[src/rtl/exi_pkg.sv]
// Shared types and helpers for the EXI capture slave.
package exi_pkg;

  typedef enum logic {
    IDLE   = 1'b0,
    ACTIVE = 1'b1
  } exi_state_e;

  localparam int ADDR_MODE_CONT    = 0;
  localparam int ADDR_MODE_PER_MSG = 1;

  // CPHA is fixed at 0: the leading edge samples, the trailing edge shifts.
  function automatic logic sample_on_rise(input int cpol);
    return (cpol == 0);
  endfunction

endpackage

[src/rtl/exi_sync_edge.sv]
// Multi-stage synchroniser for one asynchronous pin, with rise/fall pulses
// derived from a history flop behind the last stage.
module exi_sync_edge #(
  parameter int   STAGES    = 2,
  parameter logic RESET_VAL = 1'b0
) (
  input  logic clk,
  input  logic rst_n,
  input  logic d,
  output logic q,
  output logic rise,
  output logic fall
);

  logic [STAGES-1:0] sync_q, sync_d;
  logic              hist_q, hist_d;

  always_comb begin
    sync_d = {sync_q[STAGES-2:0], d};
    hist_d = sync_q[STAGES-1];
  end

  always_ff @(posedge clk or negedge rst_n) begin
    if (!rst_n) begin
      sync_q <= {STAGES{RESET_VAL}};
      hist_q <= RESET_VAL;
    end else begin
      sync_q <= sync_d;
      hist_q <= hist_d;
    end
  end

  assign q    = sync_q[STAGES-1];
  assign rise = q & ~hist_q;
  assign fall = ~q & hist_q;

endmodule

[src/rtl/exi_capture_slave.sv]
// EXI slave / sniffer: oversamples sck, cs_n and mosi, writes assembled words
// to a DPRAM port, optionally drives miso, and reports per-message status.
module exi_capture_slave
  import exi_pkg::*;
#(
  parameter int WORD_W      = 8,
  parameter int ADDR_W      = 8,
  parameter int CPOL        = 0,
  parameter int ADDR_MODE   = ADDR_MODE_CONT,
  parameter int SYNC_STAGES = 2,
  parameter int MISO_EN     = 1
) (
  input  logic              clk,
  input  logic              rst_n,
  input  logic              sck,
  input  logic              cs_n,
  input  logic              mosi,
  output logic              miso,
  output logic              miso_oe,
  output logic              wr_en,
  output logic [ADDR_W-1:0] wr_addr,
  output logic [WORD_W-1:0] wr_data,
  input  logic [WORD_W-1:0] tx_data,
  output logic              tx_req,
  output logic              active,
  output logic              msg_start,
  output logic              msg_end,
  output logic [ADDR_W-1:0] msg_words,
  output logic              partial
);

  localparam int              BW       = $clog2(WORD_W);
  localparam logic [BW-1:0]   BIT_TOP  = BW'(WORD_W - 1);
  localparam logic [ADDR_W-1:0] CNT_MAX = '1;

  logic sck_rise, sck_fall, cs_rise, cs_fall, mosi_s;
  logic unused_sck_s, unused_cs_s, unused_mosi_rise, unused_mosi_fall;
  logic sample_edge, shift_edge;

  // Synchronisers start in the idle bus state so reset never fakes an edge.
  exi_sync_edge #(.STAGES(SYNC_STAGES), .RESET_VAL(CPOL != 0)) u_sck_sync (
    .clk(clk), .rst_n(rst_n), .d(sck),
    .q(unused_sck_s), .rise(sck_rise), .fall(sck_fall)
  );

  exi_sync_edge #(.STAGES(SYNC_STAGES), .RESET_VAL(1'b1)) u_cs_sync (
    .clk(clk), .rst_n(rst_n), .d(cs_n),
    .q(unused_cs_s), .rise(cs_rise), .fall(cs_fall)
  );

  exi_sync_edge #(.STAGES(SYNC_STAGES), .RESET_VAL(1'b0)) u_mosi_sync (
    .clk(clk), .rst_n(rst_n), .d(mosi),
    .q(mosi_s), .rise(unused_mosi_rise), .fall(unused_mosi_fall)
  );

  assign sample_edge = sample_on_rise(CPOL) ? sck_rise : sck_fall;
  assign shift_edge  = sample_on_rise(CPOL) ? sck_fall : sck_rise;

  exi_state_e        state_q, state_d;
  logic [BW-1:0]     bit_cnt_q, bit_cnt_d;
  logic [WORD_W-1:0] rx_shift_q, rx_shift_d, rx_next;
  logic              wr_en_q, wr_en_d;
  logic [WORD_W-1:0] wr_data_q, wr_data_d;
  logic [ADDR_W-1:0] wr_addr_q, wr_addr_d;
  logic [ADDR_W-1:0] word_cnt_q, word_cnt_d;
  logic [ADDR_W-1:0] msg_words_q, msg_words_d;
  logic              partial_q, partial_d;
  logic              msg_start_q, msg_start_d;
  logic              msg_end_q, msg_end_d;
  logic [WORD_W-1:0] tx_shift_q, tx_shift_d, tx_load;
  logic              tx_pend_q, tx_pend_d;
  logic              tx_req_q, tx_req_d;

  assign rx_next = {rx_shift_q[WORD_W-2:0], mosi_s};
  assign tx_load = (MISO_EN != 0) ? tx_data : '0;

  always_comb begin
    state_d     = state_q;
    bit_cnt_d   = bit_cnt_q;
    rx_shift_d  = rx_shift_q;
    wr_en_d     = 1'b0;
    wr_data_d   = wr_data_q;
    wr_addr_d   = wr_addr_q;
    word_cnt_d  = word_cnt_q;
    msg_words_d = msg_words_q;
    partial_d   = partial_q;
    msg_start_d = 1'b0;
    msg_end_d   = 1'b0;
    tx_shift_d  = tx_shift_q;
    tx_pend_d   = tx_pend_q;
    tx_req_d    = 1'b0;

    if (wr_en_q) wr_addr_d = wr_addr_q + 1'b1;

    case (state_q)
      IDLE: begin
        if (cs_fall) begin
          state_d     = ACTIVE;
          msg_start_d = 1'b1;
          bit_cnt_d   = BIT_TOP;
          word_cnt_d  = '0;
          partial_d   = 1'b0;
          tx_shift_d  = tx_load;
          tx_pend_d   = 1'b0;
          if (ADDR_MODE == ADDR_MODE_PER_MSG) wr_addr_d = '0;
        end
      end
      ACTIVE: begin
        if (sample_edge) begin
          rx_shift_d = rx_next;
          if (bit_cnt_q == '0) begin
            wr_en_d   = 1'b1;
            wr_data_d = rx_next;
            bit_cnt_d = BIT_TOP;
            tx_pend_d = 1'b1;
            tx_req_d  = (MISO_EN != 0);
            if (word_cnt_q != CNT_MAX) word_cnt_d = word_cnt_q + 1'b1;
          end else begin
            bit_cnt_d = bit_cnt_q - 1'b1;
          end
        end
        if (shift_edge) begin
          if (tx_pend_q) begin
            tx_shift_d = tx_load;
            tx_pend_d  = 1'b0;
          end else begin
            tx_shift_d = {tx_shift_q[WORD_W-2:0], 1'b0};
          end
        end
        // Uses the updated counters so a word finishing on this cycle counts.
        if (cs_rise) begin
          state_d     = IDLE;
          msg_end_d   = 1'b1;
          msg_words_d = word_cnt_d;
          partial_d   = (bit_cnt_d != BIT_TOP);
          tx_shift_d  = '0;
          tx_pend_d   = 1'b0;
        end
      end
      default: state_d = IDLE;
    endcase
  end

  always_ff @(posedge clk or negedge rst_n) begin
    if (!rst_n) begin
      state_q     <= IDLE;
      bit_cnt_q   <= '0;
      rx_shift_q  <= '0;
      wr_en_q     <= 1'b0;
      wr_data_q   <= '0;
      wr_addr_q   <= '0;
      word_cnt_q  <= '0;
      msg_words_q <= '0;
      partial_q   <= 1'b0;
      msg_start_q <= 1'b0;
      msg_end_q   <= 1'b0;
      tx_shift_q  <= '0;
      tx_pend_q   <= 1'b0;
      tx_req_q    <= 1'b0;
    end else begin
      state_q     <= state_d;
      bit_cnt_q   <= bit_cnt_d;
      rx_shift_q  <= rx_shift_d;
      wr_en_q     <= wr_en_d;
      wr_data_q   <= wr_data_d;
      wr_addr_q   <= wr_addr_d;
      word_cnt_q  <= word_cnt_d;
      msg_words_q <= msg_words_d;
      partial_q   <= partial_d;
      msg_start_q <= msg_start_d;
      msg_end_q   <= msg_end_d;
      tx_shift_q  <= tx_shift_d;
      tx_pend_q   <= tx_pend_d;
      tx_req_q    <= tx_req_d;
    end
  end

  assign active    = (state_q == ACTIVE);
  assign miso      = tx_shift_q[WORD_W-1];
  assign miso_oe   = (MISO_EN != 0) && (state_q == ACTIVE);
  assign wr_en     = wr_en_q;
  assign wr_addr   = wr_addr_q;
  assign wr_data   = wr_data_q;
  assign tx_req    = tx_req_q;
  assign msg_start = msg_start_q;
  assign msg_end   = msg_end_q;
  assign msg_words = msg_words_q;
  assign partial   = partial_q;

endmodule

[config.mk]
export PLATFORM = sky130hd
export DESIGN_NAME = exi_capture_slave
export DESIGN_NICKNAME = d
export VERILOG_FILES = /design/src/rtl/exi_pkg.sv /design/src/rtl/exi_sync_edge.sv /design/src/rtl/exi_capture_slave.sv
export SDC_FILE = /design/constraint.sdc
export NUM_CORES = 1
export LEC_CHECK = 0
export CAP_MARGIN = 20
export CORE_ASPECT_RATIO = 1.4
export CORE_UTILIZATION = 52
export DETAILED_ROUTE_END_ITERATION = 10
export PLACE_DENSITY = 0.86
export SLEW_MARGIN = 10
export SYNTH_ARGS = -nofsm -noshare
export SYNTH_HDL_FRONTEND = slang
export SYNTH_HIERARCHICAL = 1
export SYNTH_SLANG_ARGS = --single-unit
[constraint.sdc]
create_clock -name clk -period 2.1 [get_ports clk]
set_clock_uncertainty 0.05 [all_clocks]
set_input_delay 0.21 -clock clk [delete_from_list [all_inputs] [get_ports clk]]
set_output_delay 0.21 -clock clk [all_outputs]
set_load 0.02 [all_outputs]
---- After elaboration in Yosys (flattened, before gate mapping) ----
Cells that the tools add are included.
word-level totals
  input bits .............................. 13
  output and inout bits ................... 32
  bits in registers ....................... 64
  logic and storage cells ................. 74
operators by class
  muxes and demuxes ....................... 33
  add/subtract/negate cells ............... 3
  reduce and logical (&&, ||, !) cells .... 6
  equal/unequal tests ..................... 5
  bitwise operators ....................... 9
operators with widths
  kind                   number
  $mux W8                8
  $pmux W8 S2            2
  $add A8 B1 Y8 const B  2
  $mux W1                15
  $mux W3                4
  $ne A8 B8 Y1 const B   1
  $reduce_and A2 Y1      4
  $ne A3 B3 Y1 const B   2
  $pmux W1 S2            3
  $pmux W3 S2            1
  $not A1 Y1             5
  $and A1 B1 Y1          4
  $ne A2 B2 Y1 const B   2
  $logic_not A3 Y1       1
  $reduce_and A3 Y1      1
  $sub A3 B1 Y3 const B  1

---- Depth between registers and ports, before layout ----
  word-level depth ........................ 7
  mapped depth ............................ 7
  gate-level depth less buffers ........... 6

---- Hierarchy ----
Netlist, hierarchy kept.
modules (own cells, without submodules)
  module                           area an instance (um^2)  times used  cells an instance  sequential area each (um^2)
  exi_capture_slave                2,643.8                  1           241                1,401.3
  exi_sync_edge (u_mosi_sync ...)  90.1                     2           5                  75.1
  exi_sync_edge (u_cs_sync)        93.8                     1           5                  78.8

---- Least setup slack after synthesis ----
No wires, ideal clock.
  path kind ............................... reg-to-reg
  start ................................... register bit_cnt_q[0]
  end ..................................... register word_cnt_q[5]
  data required time ...................... 1,908 ps
  path buffers ............................ 0
  cell stages (with the launch flop) ...... 7
  data arrival time ....................... 1,456 ps
  clock period less this slack ............ 1,648 ps
  setup time .............................. 142 ps
  slack ................................... 452 ps
  cell sequence ........................... dfrtp_1 inv_1 ha_1 nand3b_4 or2_2 nor3_1 a211oi_1
on the way
  word-level cells in the longest chain between the ends .. 4
RTL lines
  item                      line                      source
  start: declaration        exi_capture_slave.sv:60   logic [BW-1:0] bit_cnt_q, bit_cnt_d;
  start signal: assignment  exi_capture_slave.sv:162  bit_cnt_q <= bit_cnt_d;
  $logic_not A3 Y1          exi_capture_slave.sv:111  if (bit_cnt_q == '0) begin
  $mux W8                   exi_capture_slave.sv:111
  $mux W8                   exi_capture_slave.sv:109  if (sample_edge) begin
  $pmux W8 S2               exi_capture_slave.sv:95   case (state_q)
  end signal: assignment    exi_capture_slave.sv:167  word_cnt_q <= word_cnt_d;
  end: declaration          exi_capture_slave.sv:65   logic [ADDR_W-1:0] word_cnt_q, word_cnt_d;
No other way between the ends.
A chain may end at the register's enable or synchronous reset.

---- Worst setup path after layout ----
  start ................................... register state_q, in the netlist active
  end ..................................... output miso_oe
RTL lines
  item                      line                      source
  start: declaration        exi_capture_slave.sv:59   exi_state_e state_q, state_d;
  start signal: assignment  exi_capture_slave.sv:161  state_q <= state_d;
  end: declaration          exi_capture_slave.sv:19   output logic miso_oe,
No word-level cell between the ends.

==> impl_metrics.tcl <==
set metrics [dict create \
    status "finished, final reports clean" \
    r2r_slack_ns 0.26 \
    dp_cells 358 \
    grt-ovfl-total 0 \
    htree_levels 3 \
    ant_nets 0 \
    syn_inst 253 \
    avgSynthCellArea_um2 11.4 \
    clk_path_buf_depth 2 \
    start_util 0.550 \
    route.detailed.drc 0 \
    routed_via_density 5.55 \
    area_delta_synth_final_pct 26.7 \
    die_h_um 90.0 \
    p_leak_nw 1.71 \
    cp_slowest_stage_delay_ns 0.68 \
    grt_pass1_vias 2083 \
    rsz0062_at_grt "no" \
    die_area_mm2 0.00584 \
    min_path_type "in2reg" \
    clk_pin_slew_ns 0.07 \
    finalHoldViolCount 0 \
    netlist_area_mm2 0.00288 \
    finalCritPeriodShare 0.887 \
    drt_iter0_markers 130 \
    syn_nets 270 \
    grt_pass1_wl_um 9410 \
    worstPathCellList "clkdlybuf4s50_1" \
    cts.sinks 64 \
    finalCriticalPeriod_ns 1.86 \
    ys.warnings.count 6 \
    first_pass_iters 4 \
    crit_arrival_ns 1.60 \
    vias 2082 \
    setup-violations-final 0 \
    startpoint_type "register" \
    instances_no_fill 375 \
    clock_latency_ns 0.34 \
    hold_ws_ns 0.232 \
    fp.coreArea_mm2 0.00524 \
    totalWireLength_um 5490 \
    gr-usage-all-layers 0.211 \
    worstMarginPinSlew_ns 0.624 \
    max_freq_ghz 0.537 \
    rows 31 \
    regArea_mm2 0.00161 \
    die_w_um 64.9 \
    path_max_fanout 19 \
    portBuffers 44 \
    diodes 0 \
    cp-end-kind "output port" \
    cp_top_family "buffers and inverters" \
    drive_above_1_share 0.191 \
    cts_root_buf "clkbuf_8" \
    power_density_mw_per_mm2 905 \
    slew_violations 0 \
    cts_made_buffers 9 \
    fillCellCount 401 \
    worst_path_max_delay_cell "clkdlybuf4s50_1" \
    cp_num_buf_inv 1 \
    antenna_found_initial 0 \
    multi_input_area_mm2 0.00113 \
    postCtsSetupBuffers 0 \
    hpwl_um 3880 \
    maxSlewHeadroom 0.584 \
    io_pins 45 \
    routedWlPerCell_um 14.6 \
    critPathKind "reg2out" \
    gp_congestion 0.856 \
    cts_tree "yes" \
    peakVddDrop_uv 558 \
    fin_tns_setup_ns 0 \
    cap_violations 0 \
    grt_max_degree 27 \
    finalNetCount 321 \
    worstPathRequired_ns 1.84 \
]
-- cells in the final DEF (no fill, tap or decap), types with 4 or more instances in the layout --
cell / count
clkdlybuf4s50_1: 43
clkbuf_8: 11
nor2_1: 17
nand4_1: 5
o221ai_1: 5
o31ai_1: 6
buf_4: 8
nand2_1: 18
nor3_1: 4
xnor2_1: 6
a21oi_1: 11
and3_1: 4
a22oi_1: 6
a31oi_1: 5
inv_1: 16
mux2_2: 17
ha_1: 4
o21ai_0: 4
o21a_1: 5
nand3_1: 5
dfrtp_1: 60
-- where the power goes --
part / total (W) / switching [W] / internal, W
Clock: 0.00120 / 0.000466 / 0.000735
Combinational: 0.000571 / 0.000282 / 0.000290
Sequential: 0.00153 / 0.000124 / 0.00140
-- flip-flops by register name, indices dropped and copies added, names as in the netlist, 2 cells and up --
| name | cells |
|---|---|
| u_mosi_sync/sync_q | 2 |
| u_sck_sync/sync_q | 2 |
| u_cs_sync/sync_q | 2 |
| tx_shift_q | 8 |
| rx_shift_q | 7 |
| word_cnt_q | 8 |
| wr_addr | 8 |
| bit_cnt_q | 3 |
| wr_data | 8 |
| msg_words | 8 |
-- layout make-up --
| type | instances | area share |
|---|---|---|
| clock inverters | 4 | 0.0209 |
| inverters | 17 | 0.0175 |
| multi-input cells | 158 | 0.311 |
| flip-flops and latches | 64 | 0.441 |
| well taps | 66 | 0.0227 |
| repair buffers | 54 | 0.144 |
| clock buffers | 12 | 0.0426 |
-- final timing paths --
path / from / cells past startpoint / end
max: active / 1 / miso_oe
max in group asynchronous: rst_n / 3 / word_cnt_q[3]
min: cs_n / 1 / u_cs_sync/sync_q[0]
min in group asynchronous: rst_n / 2 / wr_addr[6]
min reg2reg: u_cs_sync/sync_q[0] / 0 / u_cs_sync/sync_q[1]
max reg2reg: bit_cnt_q[1] / 6 / word_cnt_q[5]
-- per-layer routing --
| layer | vias to the layer above | routed length [µm] | global-route usage | part of all wire |
|---|---|---|---|---|
| met5 | - | 0 | 0 | 0 |
| met4 | 0 | 94 | 0.0981 | 0.017 |
| met3 | 11 | 155 | 0.0533 | 0.028 |
| met2 | 44 | 2890 | 0.346 | 0.53 |
| met1 | 1026 | 2350 | 0.255 | 0.43 |
| li1 | 1001 | - | - | - |
-- metrics by stage --
step / power (W) / utilization / worst slack (ns) / cell area, µm²
floorplan: 0.00189 / - / 0.452 / 2880
global placement: 0.00209 / 0.650 / 0.369 / 3400
detailed placement: 0.00212 / 0.650 / 0.300 / 3400
CTS: 0.00332 / 0.696 / 0.0154 / 3640
global route: 0.00346 / 0.696 / 0.143 / 3640
finish: 0.00330 / 0.696 / 0.238 / 3640
-- timing repair --
action / in CTS / in global routing
setup endpoints to repair: 0 / 2
endpoints found under the hold margin: 20 / 0
gates resized for setup: 0 / 1
hold buffers: 1 / 0
No activity file was read; power rests on OpenSTA's default activity.
